$ cat config.mk
export PLATFORM = sky130hd
export DESIGN_NAME = key_event_decoder
export DESIGN_NICKNAME = d
export VERILOG_FILES = /design/src/rtl/key_event_decoder.sv
export SDC_FILE = /design/constraint.sdc
export NUM_CORES = 1
export LEC_CHECK = 0
export CAP_MARGIN = 20
export CORE_MARGIN = 5
export CORE_UTILIZATION = 50
export CTS_BUF_LIST = sky130_fd_sc_hd__clkbuf_4
export DETAILED_ROUTE_END_ITERATION = 10
export GPL_TIMING_DRIVEN = 0
export PLACE_DENSITY = 0.7
export SYNTH_ARGS = -nofsm -noshare
export SYNTH_HDL_FRONTEND = slang
export SYNTH_SLANG_ARGS = --single-unit
$ cat constraint.sdc
create_clock -name clk -period 9.21 [get_ports clk]
set_input_delay 1.842 -clock clk [delete_from_list [all_inputs] [get_ports clk]]
set_output_delay 1.842 -clock clk [all_outputs]
set_load 0.05 [all_outputs]
$ cat src/rtl/key_event_decoder.sv
// PS/2 scan-byte parser: strips E0/F0 prefixes, tracks shift and the held key,
// counts new presses and queues decoded events in a first-word-fall-through FIFO.
module key_event_decoder #(
  parameter int unsigned FIFO_DEPTH = 8,
  parameter int unsigned CNT_W      = 8,
  parameter int unsigned CNT_SAT    = 0
) (
  input  logic             clk,
  input  logic             rst,
  input  logic             in_valid,
  input  logic [7:0]       in_data,
  output logic             ev_valid,
  input  logic             ev_ready,
  output logic [7:0]       ev_code,
  output logic [3:0]       ev_flags,
  output logic             key_held,
  output logic [7:0]       held_code,
  output logic [CNT_W-1:0] press_count,
  output logic             ev_overflow,
  input  logic             clr_ovf
);

  localparam int unsigned AW = $clog2(FIFO_DEPTH);
  localparam int unsigned FW = AW + 1;
  localparam int unsigned EW = 12;

  localparam logic [7:0] B_EXT  = 8'hE0;
  localparam logic [7:0] B_BRK  = 8'hF0;
  localparam logic [7:0] K_LSFT = 8'h12;
  localparam logic [7:0] K_RSFT = 8'h59;

  typedef enum logic [1:0] {S_IDLE, S_EXT, S_BRK, S_EXT_BRK} state_t;

  state_t state, state_next;

  logic          emit, ev_ext, ev_brk;
  logic          is_lsft, is_rsft, is_mod;
  logic          held_ext, held_match;
  logic          sft_l, sft_r, sft_l_next, sft_r_next, sft_flag;
  logic          rep, new_press, release_held;
  logic [EW-1:0] ev_word;

  logic [EW-1:0] mem [FIFO_DEPTH];
  logic [AW-1:0] wr_ptr, rd_ptr;
  logic [FW-1:0] fill;
  logic          full, pop, push_ok, drop;
  logic [EW-1:0] head;

  // Parser state register
  always_ff @(posedge clk) begin
    if (rst) state <= S_IDLE;
    else     state <= state_next;
  end

  // Prefix parser: next state and event strobe with ext/brk qualifiers
  always_comb begin
    state_next = state;
    emit       = 1'b0;
    ev_ext     = 1'b0;
    ev_brk     = 1'b0;
    if (in_valid) begin
      unique case (state)
        S_IDLE: begin
          if (in_data == B_EXT)      state_next = S_EXT;
          else if (in_data == B_BRK) state_next = S_BRK;
          else                       emit = 1'b1;
        end
        S_EXT: begin
          if (in_data == B_BRK)      state_next = S_EXT_BRK;
          else if (in_data == B_EXT) state_next = S_EXT;
          else begin
            emit       = 1'b1;
            ev_ext     = 1'b1;
            state_next = S_IDLE;
          end
        end
        S_BRK: begin
          if (in_data == B_EXT)      state_next = S_EXT_BRK;
          else if (in_data == B_BRK) state_next = S_BRK;
          else begin
            emit       = 1'b1;
            ev_brk     = 1'b1;
            state_next = S_IDLE;
          end
        end
        S_EXT_BRK: begin
          if (in_data == B_EXT || in_data == B_BRK) state_next = S_EXT_BRK;
          else begin
            emit       = 1'b1;
            ev_ext     = 1'b1;
            ev_brk     = 1'b1;
            state_next = S_IDLE;
          end
        end
        default: state_next = S_IDLE;
      endcase
    end
  end

  // Event classification: modifier detection, shift flag, repeat and held-key matching
  always_comb begin
    is_lsft      = emit && !ev_ext && (in_data == K_LSFT);
    is_rsft      = emit && !ev_ext && (in_data == K_RSFT);
    is_mod       = is_lsft || is_rsft;
    sft_l_next   = is_lsft ? !ev_brk : sft_l;
    sft_r_next   = is_rsft ? !ev_brk : sft_r;
    // A shift key's own press or release does not flag itself as shifted
    sft_flag     = (sft_l || sft_r) && (sft_l_next || sft_r_next);
    held_match   = key_held && (held_ext == ev_ext) && (held_code == in_data);
    rep          = emit && !ev_brk && !is_mod && held_match;
    new_press    = emit && !ev_brk && !is_mod && !held_match;
    release_held = emit && ev_brk && !is_mod && held_match;
    ev_word      = {rep, sft_flag, ev_ext, ev_brk, in_data};
  end

  // Shift, held-key and press-counter state
  always_ff @(posedge clk) begin
    if (rst) begin
      sft_l       <= 1'b0;
      sft_r       <= 1'b0;
      key_held    <= 1'b0;
      held_code   <= 8'h00;
      held_ext    <= 1'b0;
      press_count <= '0;
    end else begin
      sft_l <= sft_l_next;
      sft_r <= sft_r_next;
      if (new_press) begin
        key_held  <= 1'b1;
        held_code <= in_data;
        held_ext  <= ev_ext;
        if (!((CNT_SAT != 0) && (&press_count))) press_count <= press_count + CNT_W'(1);
      end else if (release_held) begin
        key_held <= 1'b0;
      end
    end
  end

  // FIFO control: a full FIFO still accepts when the head is popped in the same cycle
  always_comb begin
    full    = (fill == FW'(FIFO_DEPTH));
    pop     = ev_valid && ev_ready;
    push_ok = emit && (!full || pop);
    drop    = emit && full && !pop;
    head    = mem[rd_ptr];
  end

  // FIFO pointers, occupancy and sticky overflow
  always_ff @(posedge clk) begin
    if (rst) begin
      wr_ptr      <= '0;
      rd_ptr      <= '0;
      fill        <= '0;
      ev_overflow <= 1'b0;
    end else begin
      if (push_ok) wr_ptr <= wr_ptr + AW'(1);
      if (pop)     rd_ptr <= rd_ptr + AW'(1);
      fill <= fill + FW'(push_ok) - FW'(pop);
      if (drop)         ev_overflow <= 1'b1;
      else if (clr_ovf) ev_overflow <= 1'b0;
    end
  end

  // FIFO storage
  always_ff @(posedge clk) begin
    if (push_ok) mem[wr_ptr] <= ev_word;
  end

  assign ev_valid = (fill != '0);
  assign ev_code  = ev_valid ? head[7:0]  : 8'h00;
  assign ev_flags = ev_valid ? head[11:8] : 4'h0;

endmodule
==> impl_metrics.env, run 1 <==
export IMPL_die_area_um2=13300
export IMPL_dr_pass1_iters=5
export IMPL_final_cells=599
export IMPL_finalWeightedCongestion=0.771
export IMPL_syn_avg_cell_area_um2=14.8
export IMPL_critPathLaunchType="register"
export IMPL_clk_latency_ns=0.53
export IMPL_relSlewSlack_pct=35.1
export IMPL_arrival_ns=3.27
export IMPL_hp_class="register to register"
export IMPL_critical_path_class="register to output pin"
export IMPL_netSwitchingFraction_pct=33.4
export IMPL_cts_resized=0
export IMPL_cts_root_buf="clkbuf_4"
export IMPL_dp_hpwl_um=7870
export IMPL_grt_pass1_vias=3494
export IMPL_postCtsSetupRepairBufs=0
export IMPL_grt_ovfl_total=0
export IMPL_wirelength_um=11200
export IMPL_area_growth_pct=19.4
export IMPL_nNetsFinal=469
export IMPL_cts_sinks=132
export IMPL_intPower_mw=1.14
export IMPL_num_rows=38
export IMPL_core_area_um2=10800
export IMPL_die_h_um=115
export IMPL_outcome="finished clean"
export IMPL_hold_viol=0
export IMPL_synthCells=376
export IMPL_fin_skew_ns=0.0178
export IMPL_endpoint_kind="output pin"
export IMPL_p_switching_uw=574
export IMPL_grtUsageTotal_pct=18.6
export IMPL_pwr_density_cell_nw_per_um2=259
export IMPL_initial_core_util_pct=51.2
export IMPL_cap_violations=0
export IMPL_viasPerCell=5.53
export IMPL_setup_tns_ns=0
export IMPL_io_buffers=43
export IMPL_drc=0
export IMPL_setup_slack_ns=4.10
export IMPL_ys_seq_area_share_pct=64.9
export IMPL_synth_area_um2=5550
export IMPL_drtIter0Drc=204
export IMPL_peakVddDrop_mv=0.140
export IMPL_antenna_found_initial=0
export IMPL_cts_made_buffers=17
export IMPL_p_leak_nw=2.21
export IMPL_fp_dieW_um=115
export IMPL_htreeDepth=4
export IMPL_synth_fp_nets=399
export IMPL_slew_viol_final=0
export IMPL_tritoncts="built"
export IMPL_ant_nets=0
export IMPL_insertedDiodeCount=0
export IMPL_yosysWarnings=0
export IMPL_ys_seq_elements=132
export IMPL_synth_distinct_cells=40
export IMPL_path_max_fanout=10
export IMPL_finalSetupViolations=0
export IMPL_fin_util_pct=61.2
export IMPL_p_seq_share_pct=40.9
export IMPL_ioPinCount=44
export IMPL_combPwrFrac_pct=32.0
export IMPL_fin_crit_sh_pct=55.5
export IMPL_max_freq_mhz=196
export IMPL_drive_gt1_share_pct=16.8
export IMPL_required_ns=7.37
export IMPL_dpl_cell_count=567
export IMPL_cts_hold_buffers=0
export IMPL_routedWlPerCell_um=18.8
export IMPL_grt_max_degree=17
export IMPL_grt_pass1_wl_um=18600
export IMPL_dp_slack_ns=4.32
export IMPL_cts_buffer_depth=2
export IMPL_vias=3313
export IMPL_rsz0062_at_grt="no"
export IMPL_clk_pin_slew_ns=0.12
export IMPL_worst_pin_slew_ns=0.966
export IMPL_clkPwrFrac_pct=27.1
export IMPL_fin_crit_ns=5.11
registers in the layout, indices dropped and copies added, names as in the netlist, named ones only:
name,flops
ev_overflow,1
state,2
mem,96
fill,4
key_held,1
held_ext,1
wr_ptr,3
rd_ptr,3
sft_r,1
held_code,8
press_count,8
sft_l,1
layout make-up:
cell class	count	area, um^2
Fill cell	852	4210
Sequential cell	132	3600
Multi-Input combinational cell	214	1850
Timing Repair Buffer	51	517
Clock inverter	14	224
Tap cell	140	175
Clock buffer	18	135
Buffer	17	73.8
Inverter	13	48.8
logic make-up after synthesis:
family          share of synthesized area, %
mux                                     12.8
xor+xnor                                2.52
fa+ha+maj                               2.39
compound gates                          4.71
buf+inv                                 2.21
simple gates                            10.4
flops                                   64.9
cell usage in the layout (no fill, tap or decap), types with 4 or more instances in the layout:
cell type        Yosys  final
a21oi_1             13     13
buf_6                1      8
bufinv_16            0      5
clkbuf_1            11     11
clkbuf_4             0     18
clkdlybuf4s50_1      0     43
dfxtp_1             36     36
edfxtp_1            96     96
ha_1                 9      9
inv_1               13     13
inv_6                0      4
mux2i_1             15     15
mux4_2              24     24
nand2_1             10     10
nand2b_1            10     10
nand3_1             11     11
nor2_1              29     29
nor2b_1             12     12
nor3_1               8      4
nor3_2               0      4
o21ai_1             17     17
o31ai_1              7      7
or4_1                5      5
xnor2_1              9      9
xor2_1               7      7
worst max-delay path, cell delays in order (launching register included):
cell and delay (ns):
dfxtp_1 0.33, clkbuf_1 0.35, buf_2 0.45, mux4_2 0.56
mux2i_1 0.24, nor2_1 0.07, clkdlybuf4s50_1 0.73
power groups by stage:
stage	sequential (mW)	clock [mW]	combinational (mW)
floorplan	0.724	0	0.376
global placement	0.714	0	0.540
detailed placement	0.717	0	0.558
CTS	0.703	0.473	0.560
global route	0.708	0.501	0.592
finish	0.702	0.466	0.550
worst paths after layout:
| path | from | slack, ns | end | depth (start not counted) |
|---|---|---|---|---|
| setup reg to reg | fill[2] | 6.79 | fill[2] | 12 |
| setup / recovery | register | 4.10 | ev_code[1] | 6 |
| hold / removal | ev_overflow | 0.48 | ev_overflow | 2 |
| hold reg to reg | ev_overflow | 0.48 | ev_overflow | 2 |
cell usage after synthesis, drive strengths merged:
| library cell | count | area [um^2] |
|---|---|---|
| a21boi | 1 | 18.8 |
| o21ai | 17 | 85.1 |
| or3 | 1 | 6.26 |
| or2 | 1 | 6.26 |
| buf | 6 | 32.5 |
| xor2 | 7 | 61.3 |
| or2b | 2 | 15.0 |
| fa | 1 | 20.0 |
| and3b | 1 | 8.76 |
| dfxtp | 36 | 721 |
| a21oi | 13 | 65.1 |
| mux4 | 24 | 541 |
| nor2b | 12 | 75.1 |
| o31ai | 7 | 52.6 |
| and4b | 1 | 10.0 |
| and2 | 3 | 18.8 |
| xnor2 | 9 | 78.8 |
| edfxtp | 96 | 2880 |
| or4 | 5 | 37.5 |
| nor4b | 2 | 30.0 |
| inv | 13 | 48.8 |
| nor4 | 3 | 18.8 |
| and3 | 2 | 12.5 |
| nor3 | 8 | 40.0 |
| nor2 | 29 | 109 |
| o2111ai | 1 | 15.0 |
| nand2 | 10 | 37.5 |
| o221ai | 1 | 8.76 |
| mux2i | 15 | 150 |
| nand2b | 10 | 62.6 |
| a22o | 1 | 8.76 |
| ha | 9 | 113 |
| clkbuf | 11 | 41.3 |
| nand3 | 12 | 72.6 |
| nand4 | 3 | 18.8 |
| mux2 | 2 | 22.5 |
| a21o | 1 | 7.51 |
per-layer routing:
| layer | vias up | wire, um | GRT usage, % |
|---|---|---|---|
| li1 | 1565 | - | - |
| met1 | 1650 | 4860 | 24.4 |
| met2 | 89 | 5670 | 30.9 |
| met3 | 9 | 627 | 4.95 |
| met4 | 0 | 91 | 4.93 |
| met5 | - | 0 | 0 |
stage by stage:
step | power (mW) | hold slack (ns) | cell area, um^2
finish | 1.72 | 0.483 | 6630
global route | 1.80 | 0.528 | 6630
CTS | 1.74 | 0.492 | 6630
detailed placement | 1.27 | 0.471 | 6270
global placement | 1.25 | 0.461 | 6160
floorplan | 1.10 | 0.454 | 5550
(Power assumes the default switching activity.)
==> run 2: changes to the inputs <==
==> constraint.sdc (replaced) <==
create_clock -name clk -period 5.1 [get_ports clk]
set_input_delay 1.02 -clock clk [delete_from_list [all_inputs] [get_ports clk]]
set_output_delay 1.02 -clock clk [all_outputs]
set_load 0.05 [all_outputs]
==> results of run 2 <==
Same layout as run 1 (identical final DEF). Status: finished clean.
Among the figures that moved: setup slack after placement 4.32 ns -> 1.03 ns; setup slack after layout 4.10 ns -> 0.814 ns; register-to-register setup slack 6.79 ns -> 2.68 ns; total power 1.72 mW -> 3.10 mW; worst IR drop on VDD 0.140 mV -> 0.253 mV
